### config.mk
export PLATFORM = sky130hd
export DESIGN_NAME = booth_multiplier_32
export DESIGN_NICKNAME = d
export VERILOG_FILES = /design/src/rtl/booth_multiplier_32.sv
export SDC_FILE = /design/constraint.sdc
export NUM_CORES = 2
export LEC_CHECK = 0
export BUFFER_PORTS_ARGS = -buffer_cell sky130_fd_sc_hd__buf_2
export CAP_MARGIN = 20
export CORE_MARGIN = 2
export CORE_UTILIZATION = 60
export CTS_CLUSTER_SIZE = 14
export DETAILED_ROUTE_END_ITERATION = 10
export GPL_TIMING_DRIVEN = 0
export PLACE_DENSITY = 0.84
export SYNTH_ARGS = -nofsm -noshare
export SYNTH_HDL_FRONTEND = slang
export SYNTH_SLANG_ARGS = --single-unit
### constraint.sdc
create_clock -name clk -period 6.85 [get_ports clk]
set_clock_uncertainty 0.15 [all_clocks]
set_input_delay 0.3425 -clock clk [delete_from_list [all_inputs] [get_ports clk]]
set_output_delay 0.3425 -clock clk [all_outputs]
set_load 0.02 [all_outputs]
### src/rtl/booth_multiplier_32.sv
// Pipelined 32x32 signed multiplier, 64-bit product, fixed 5-cycle latency.
// Radix-4 Booth recoding, carry-save reduction tree, final carry-propagate add.
//
// Ports:
//   clk          - clock, all state updates on the rising edge
//   rstn         - synchronous reset, ACTIVE-HIGH despite the name
//   multiplicand - signed operand A, sampled every rising edge
//   multiplier   - signed operand B, sampled every rising edge
//   result       - registered signed product A*B
//
// Stages: S1 operand capture, S2 Booth partial products, S3 17->4 rows,
// S4 4->2 rows, S5 final add into result.
module booth_multiplier_32 (
  input  logic        clk,
  input  logic        rstn,
  input  logic [31:0] multiplicand,
  input  logic [31:0] multiplier,
  output logic [63:0] result
);

  // 3:2 compressor; the carry row is pre-shifted, the bit leaving position 63
  // is dropped because the product is modulo 2^64.
  function automatic logic [63:0] csa_sum(input logic [63:0] x, input logic [63:0] y,
                                          input logic [63:0] z);
    return x ^ y ^ z;
  endfunction

  function automatic logic [63:0] csa_carry(input logic [63:0] x, input logic [63:0] y,
                                            input logic [63:0] z);
    return ((x & y) | (x & z) | (y & z)) << 1;
  endfunction

  // S1
  logic [31:0] a_q, b_q;

  // S2
  logic [32:0] b_ext;
  logic [63:0] a_ext;
  logic [2:0]  trip   [16];
  logic [63:0] mag    [16];
  logic [63:0] pp_d   [16];
  logic [63:0] pp_q   [16];
  logic [15:0] neg_d, neg_q;

  // S3
  logic [63:0] corr;
  logic [63:0] lvl0   [17];
  logic [63:0] lvl1   [12];
  logic [63:0] lvl2   [8];
  logic [63:0] lvl3   [6];
  logic [63:0] row_d  [4];
  logic [63:0] row_q  [4];

  // S4
  logic [63:0] t_sum, t_carry;
  logic [63:0] sum_d, carry_d, sum_q, carry_q;

  // S5
  logic [63:0] result_d;

  // Booth recoding: digit i looks at B[2i+1], B[2i], B[2i-1] with B[-1] = 0.
  // A negative digit is emitted as ~|d*A| plus a +1 at bit 2i; the inversion
  // is done before the shift so the vacated low bits stay zero.
  always_comb begin
    b_ext = {b_q, 1'b0};
    a_ext = {{32{a_q[31]}}, a_q};
    neg_d = '0;
    for (int i = 0; i < 16; i++) begin
      trip[i] = b_ext[2*i +: 3];
      mag[i]  = '0;
      case (trip[i])
        3'b001, 3'b010: mag[i] = a_ext;
        3'b011:         mag[i] = a_ext << 1;
        3'b100: begin
          mag[i]   = a_ext << 1;
          neg_d[i] = 1'b1;
        end
        3'b101, 3'b110: begin
          mag[i]   = a_ext;
          neg_d[i] = 1'b1;
        end
        default:        mag[i] = '0;
      endcase
      pp_d[i] = (neg_d[i] ? ~mag[i] : mag[i]) << (2 * i);
    end
  end

  // 17 rows (16 partial products + correction) -> 12 -> 8 -> 6 -> 4.
  always_comb begin
    corr = '0;
    for (int i = 0; i < 16; i++) begin
      corr[2*i] = neg_q[i];
    end
    for (int i = 0; i < 16; i++) begin
      lvl0[i] = pp_q[i];
    end
    lvl0[16] = corr;

    for (int j = 0; j < 5; j++) begin
      lvl1[2*j]   = csa_sum(lvl0[3*j], lvl0[3*j+1], lvl0[3*j+2]);
      lvl1[2*j+1] = csa_carry(lvl0[3*j], lvl0[3*j+1], lvl0[3*j+2]);
    end
    lvl1[10] = lvl0[15];
    lvl1[11] = lvl0[16];

    for (int j = 0; j < 4; j++) begin
      lvl2[2*j]   = csa_sum(lvl1[3*j], lvl1[3*j+1], lvl1[3*j+2]);
      lvl2[2*j+1] = csa_carry(lvl1[3*j], lvl1[3*j+1], lvl1[3*j+2]);
    end

    for (int j = 0; j < 2; j++) begin
      lvl3[2*j]   = csa_sum(lvl2[3*j], lvl2[3*j+1], lvl2[3*j+2]);
      lvl3[2*j+1] = csa_carry(lvl2[3*j], lvl2[3*j+1], lvl2[3*j+2]);
    end
    lvl3[4] = lvl2[6];
    lvl3[5] = lvl2[7];

    for (int j = 0; j < 2; j++) begin
      row_d[2*j]   = csa_sum(lvl3[3*j], lvl3[3*j+1], lvl3[3*j+2]);
      row_d[2*j+1] = csa_carry(lvl3[3*j], lvl3[3*j+1], lvl3[3*j+2]);
    end
  end

  // 4 rows -> sum/carry pair.
  always_comb begin
    t_sum   = csa_sum(row_q[0], row_q[1], row_q[2]);
    t_carry = csa_carry(row_q[0], row_q[1], row_q[2]);
    sum_d   = csa_sum(t_sum, t_carry, row_q[3]);
    carry_d = csa_carry(t_sum, t_carry, row_q[3]);
  end

  always_comb begin
    result_d = sum_q + carry_q;
  end

  always_ff @(posedge clk) begin
    if (rstn) begin
      a_q     <= '0;
      b_q     <= '0;
      neg_q   <= '0;
      for (int i = 0; i < 16; i++) begin
        pp_q[i] <= '0;
      end
      for (int i = 0; i < 4; i++) begin
        row_q[i] <= '0;
      end
      sum_q   <= '0;
      carry_q <= '0;
      result  <= '0;
    end else begin
      a_q     <= multiplicand;
      b_q     <= multiplier;
      neg_q   <= neg_d;
      for (int i = 0; i < 16; i++) begin
        pp_q[i] <= pp_d[i];
      end
      for (int i = 0; i < 4; i++) begin
        row_q[i] <= row_d[i];
      end
      sum_q   <= sum_d;
      carry_q <= carry_d;
      result  <= result_d;
    end
  end

endmodule

# Word level (Yosys, flattened, before mapping)
# Memory sizes are Yosys's and may differ from the RTL's.
# Cells that the tools add are included.
[word_totals]
ff_bits = 272
ram_bits = 1280
input_bits = 66
output_inout_bits = 64
elab_cells = 362
n_memories = 2
[memory_table]
columns = ["name", "depth", "width", "rd", "rd_ports_with_merged_regs", "write_ports", "line_no", "rtl"]
rows = [
  ["pp_q", 16, 64, 16, 0, 16, "42", "logic [63:0] pp_q [16];"],
  ["row_q", 4, 64, 4, 0, 4, "52", "logic [63:0] row_q [4];"],
]
[op_classes]
add_sub_neg = 1
n_eq_ne = 93
muxes = 71
bitwise = 141
n_reduce_logical = 47
[op_table]
columns = ["cell", "count"]
rows = [
  ["bitwise AND 63 bit", 43],
  ["bitwise OR 63 bit", 30],
  ["bitwise XOR 64 bit", 29],
  ["two-way mux 64 bit", 21],
  ["equality test 3 bit, second input constant", 45],
  ["case mux 64 bit (2 select lines)", 1],
  ["bitwise AND 63 x 31 -> 63 bit", 2],
  ["case mux 62 bit (2 select lines)", 1],
  ["case mux 60 bit (2 select lines)", 1],
  ["case mux 58 bit (2 select lines)", 1],
  ["case mux 56 bit (2 select lines)", 1],
  ["case mux 54 bit (2 select lines)", 1],
  ["case mux 52 bit (2 select lines)", 1],
  ["case mux 50 bit (2 select lines)", 1],
  ["case mux 48 bit (2 select lines)", 1],
  ["case mux 46 bit (2 select lines)", 1],
  ["equality test 3 x 2 -> 1 bit, second input constant", 30],
  ["case mux 44 bit (2 select lines)", 1],
  ["case mux 42 bit (2 select lines)", 1],
  ["case mux 40 bit (2 select lines)", 1],
  ["case mux 38 bit (2 select lines)", 1],
  ["case mux 36 bit (2 select lines)", 1],
  ["case mux 34 bit (2 select lines)", 1],
  ["adder 64 bit", 1],
  ["40 further kinds", 136],
]

# Logic depth before layout (Yosys ltp)
# An unclocked memory read counts as a cell.
[depth]
ltp_word = 14
depth_mapped = 11
depth_no_buf = 11

# Worst setup path before layout
# OpenSTA, ideal clock, no wires.
[synth_path]
kind = "flip-flop to flip-flop"
start = "memory pp_q[2][63] (netlist: pp_q[0][191])"
end = "memory row_q[0][49]"
setup_time_ps = 128
arrival_time_ps = 3121
required_time_ps = 6572
slack_ps = 3451
path_stages_with_launch = 8
period_less_slack_ps = 3399
cell_sequence = "dfxtp_1 > fa_1 > inv_1 > fa_1 > fa_1 > inv_1 > fa_1 > nor2b_1"
[synth_rtl]
columns = ["element", "line_no"]
rows = [
  ["from (decl)", "42"],
  ["to (decl)", "52"],
]

==> flow_summary.json <==
{
  "mappedNetlistArea_sq_um": 54640,
  "final_cell_count_no_fill": 7187,
  "post_cts_resized": 0,
  "cts-root-buf": "clkbuf_16",
  "synthAdderAreaFrac": 0.2378,
  "nFillCells": 6709,
  "pin_count": 130,
  "dp.cells": 6921,
  "cts_max_path_buffers": 3,
  "critPathArrivalTime_ps": 4590,
  "yosysSeqAreaShare": 0.3697,
  "grt_pass1_wl_microns": 263800,
  "overflow": 0,
  "initial_core_util": 0.6061,
  "dp_hpwl_microns": 139300,
  "avgViaCountPerCell": 5.866,
  "cp_max_fo": 10,
  "numCtsBuffers": 104,
  "grt_pass1_vias": 42200,
  "num-nets-final": 6710,
  "max_slew_margin": 0.1432,
  "hold_viol_final": 0,
  "timing.fmax_mhz": 237.1,
  "yosysTopAreaCellShare": 0.3697,
  "synth_ff_type": "dfxtp_1",
  "min_period_ps": 4218,
  "clk_latency_ps": 720,
  "leakage_uw": 0.02639,
  "drtIter0Drc": 5221,
  "maxSlewViolCount": 0,
  "yosys_warnings": 0,
  "synth-xor-area-share": 0.08849,
  "fp.dieH_microns": 305.8,
  "area_growth_pct": 12.03,
  "setup_viol": 0,
  "syn_inst": 5612,
  "hold_class": "input pin to register",
  "ys_top_cells_by_area": "dfxtp_1 37%, fa_1 19%, nor2_1 6.2%",
  "grt_use_total": 0.3832,
  "grt_max_degree": 15,
  "rows": 110,
  "routedWlPerCell_microns": 25.10,
  "antenna_found_initial": 16,
  "synth_mux_area_frac": 0.008771,
  "synth-seq-cells": 1009,
  "avgSynthCellArea_sq_um": 9.736,
  "routed_wl_microns": 180400,
  "utilization": 0.6790,
  "htree_levels": 3,
  "gp_congestion": 1.042,
  "irDropWorstVdd_mv": 0.2634,
  "cts_setup_buffers": 0,
  "clock_sinks": 1009,
  "rsz0062_at_grt": "false",
  "async_flop_share": 0,
  "dr_total_vias": 42160,
  "syn_nets": 6406,
  "synth_cell_types": 60,
  "power.density_nw_per_um2": 317.1,
  "tritoncts": "built",
  "coreArea_sq_um": 90150,
  "synth_edf_count": 0,
  "critPathRequiredTime_ps": 7220,
  "run_status": "finished, final reports clean",
  "synth_most_common_cell": "dfxtp_1",
  "worstSetupPathType": "register to register",
  "die_w_microns": 305.8,
  "yosys.area.top_type": "dfxtp_1",
  "synth_compound_area_frac": 0.1045,
  "hold_buffers": 64,
  "drive_gt1_frac": 0.05811,
  "path_clk_slew_ps": 70,
  "die_area_sq_um": 93490,
  "drc_errors": 0,
  "tightest_slew_ps": 1285,
  "timing.setup.tns_ps": 0,
  "drt_pass1_iterations": 6,
  "port_buffers": 128,
  "yosys-top-cells-count": "1009 x dfxtp_1, 898 x nor2_1, 618 x inv_1",
  "synth-simple-area-share": 0.1162,
  "synth_top_family_by_area": "adder cells",
  "antenna_violating_nets_post_route": 0,
  "period_share": 0.6157,
  "drv_cap": 0,
  "crit_path_start_kind": "register",
  "critPathCaptureType": "register"
}
-- cells by family after synthesis --
| group | Yosys count |
|---|---|
| AO/OA/AOI/OAI | 785 |
| AND/OR/NAND/NOR | 1409 |
| multiplexers | 46 |
| adder cells (fa/ha/maj) | 729 |
| buffers and inverters | 1082 |
| XOR/XNOR | 552 |
| flip-flops | 1009 |
-- layout by cell type, fill, tap and decap left out, drive strengths merged, types with 30 or more instances in the layout --
cell         Yosys  final
a21o            30     30
a21oi          121    121
a221oi         181    181
a22oi          309    309
buf             59    193
clkbuf         405    544
dfxtp         1009   1009
dlygate4sd3      0     64
fa             516    516
ha             212    212
inv            618    624
mux2i           31     31
nand2           89     89
nor2           898    898
nor2b          339    339
o21ai           67     67
xnor2          330    330
xor2           222    222
-- area by class of cell --
| cell class | count | area (sq um) | share of cell area |
|---|---|---|---|
| diodes | 5 | 12.51 | 0.0002044 |
| plain buffers | 464 | 1753 | 0.02864 |
| clock buffers | 139 | 2925 | 0.04779 |
| clock inverters | 57 | 779.5 | 0.01274 |
| inverters | 618 | 2320 | 0.03790 |
| multi-input cells | 3521 | 30360 | 0.4961 |
| flip-flops and latches | 1009 | 20200 | 0.3300 |
| well taps | 1176 | 1471 | 0.02404 |
| repair buffers | 198 | 1384 | 0.02261 |
-- worst paths after layout --
path         slack [ps]  cells after the start  startpoint      endpoint
max reg2reg        2630                      8     b_q[13]  pp_q[0][466]
min reg2reg         290                      1    neg_q[9]  row_q[2][18]
max                2630                      8     b_q[13]  pp_q[0][466]
min                 160                      3        rstn   carry_q[37]
-- per-layer routing --
metal,global-route usage,part of all wire,vias to the layer above
met5,0,0.00034,-
met1,0.4913,0.38,20520
met2,0.5770,0.43,2699
met4,0.1940,0.056,10
met3,0.1315,0.14,524
li1,-,-,18400
-- worst max-delay path: stages, from the launching register on --
cell	delay [ps]
dfxtp_1	360
clkbuf_1	770
inv_1	450
ha_1	340
o31ai_1	230
clkbuf_1	570
buf_1	640
xnor2_1	150
nor2_1	350
-- where the power goes --
part | internal [uW] | total, uW | switching [uW] | leakage, uW
Combinational | 2450 | 6240 | 3790 | 0.0163
Sequential | 6650 | 7030 | 382 | 0.00828
Clock | 3620 | 6130 | 2510 | 0.00181
Total | 12700 | 19400 | 6690 | 0.0264
-- registers in the layout (all words and copies together), names as in the netlist --
| name | flops |
|---|---|
| pp_q | 528 |
| row_q | 214 |
| result | 64 |
| sum_q | 64 |
| carry_q | 59 |
| a_q | 32 |
| b_q | 32 |
| neg_q | 16 |
-- metrics by stage --
stage / total power (uW) / hold slack, ps / worst slack, ps / area, sq um
floorplan: 10790 / 263.8 / 3451 / 54640
global placement: 12750 / 267.9 / 2773 / 56750
detailed placement: 13000 / 278.3 / 2813 / 56840
CTS: 19210 / 130.7 / 2796 / 61180
global route: 20220 / 200.9 / 2623 / 61200
finish: 19410 / 164.5 / 2632 / 61210
(Power assumes the default switching activity.)
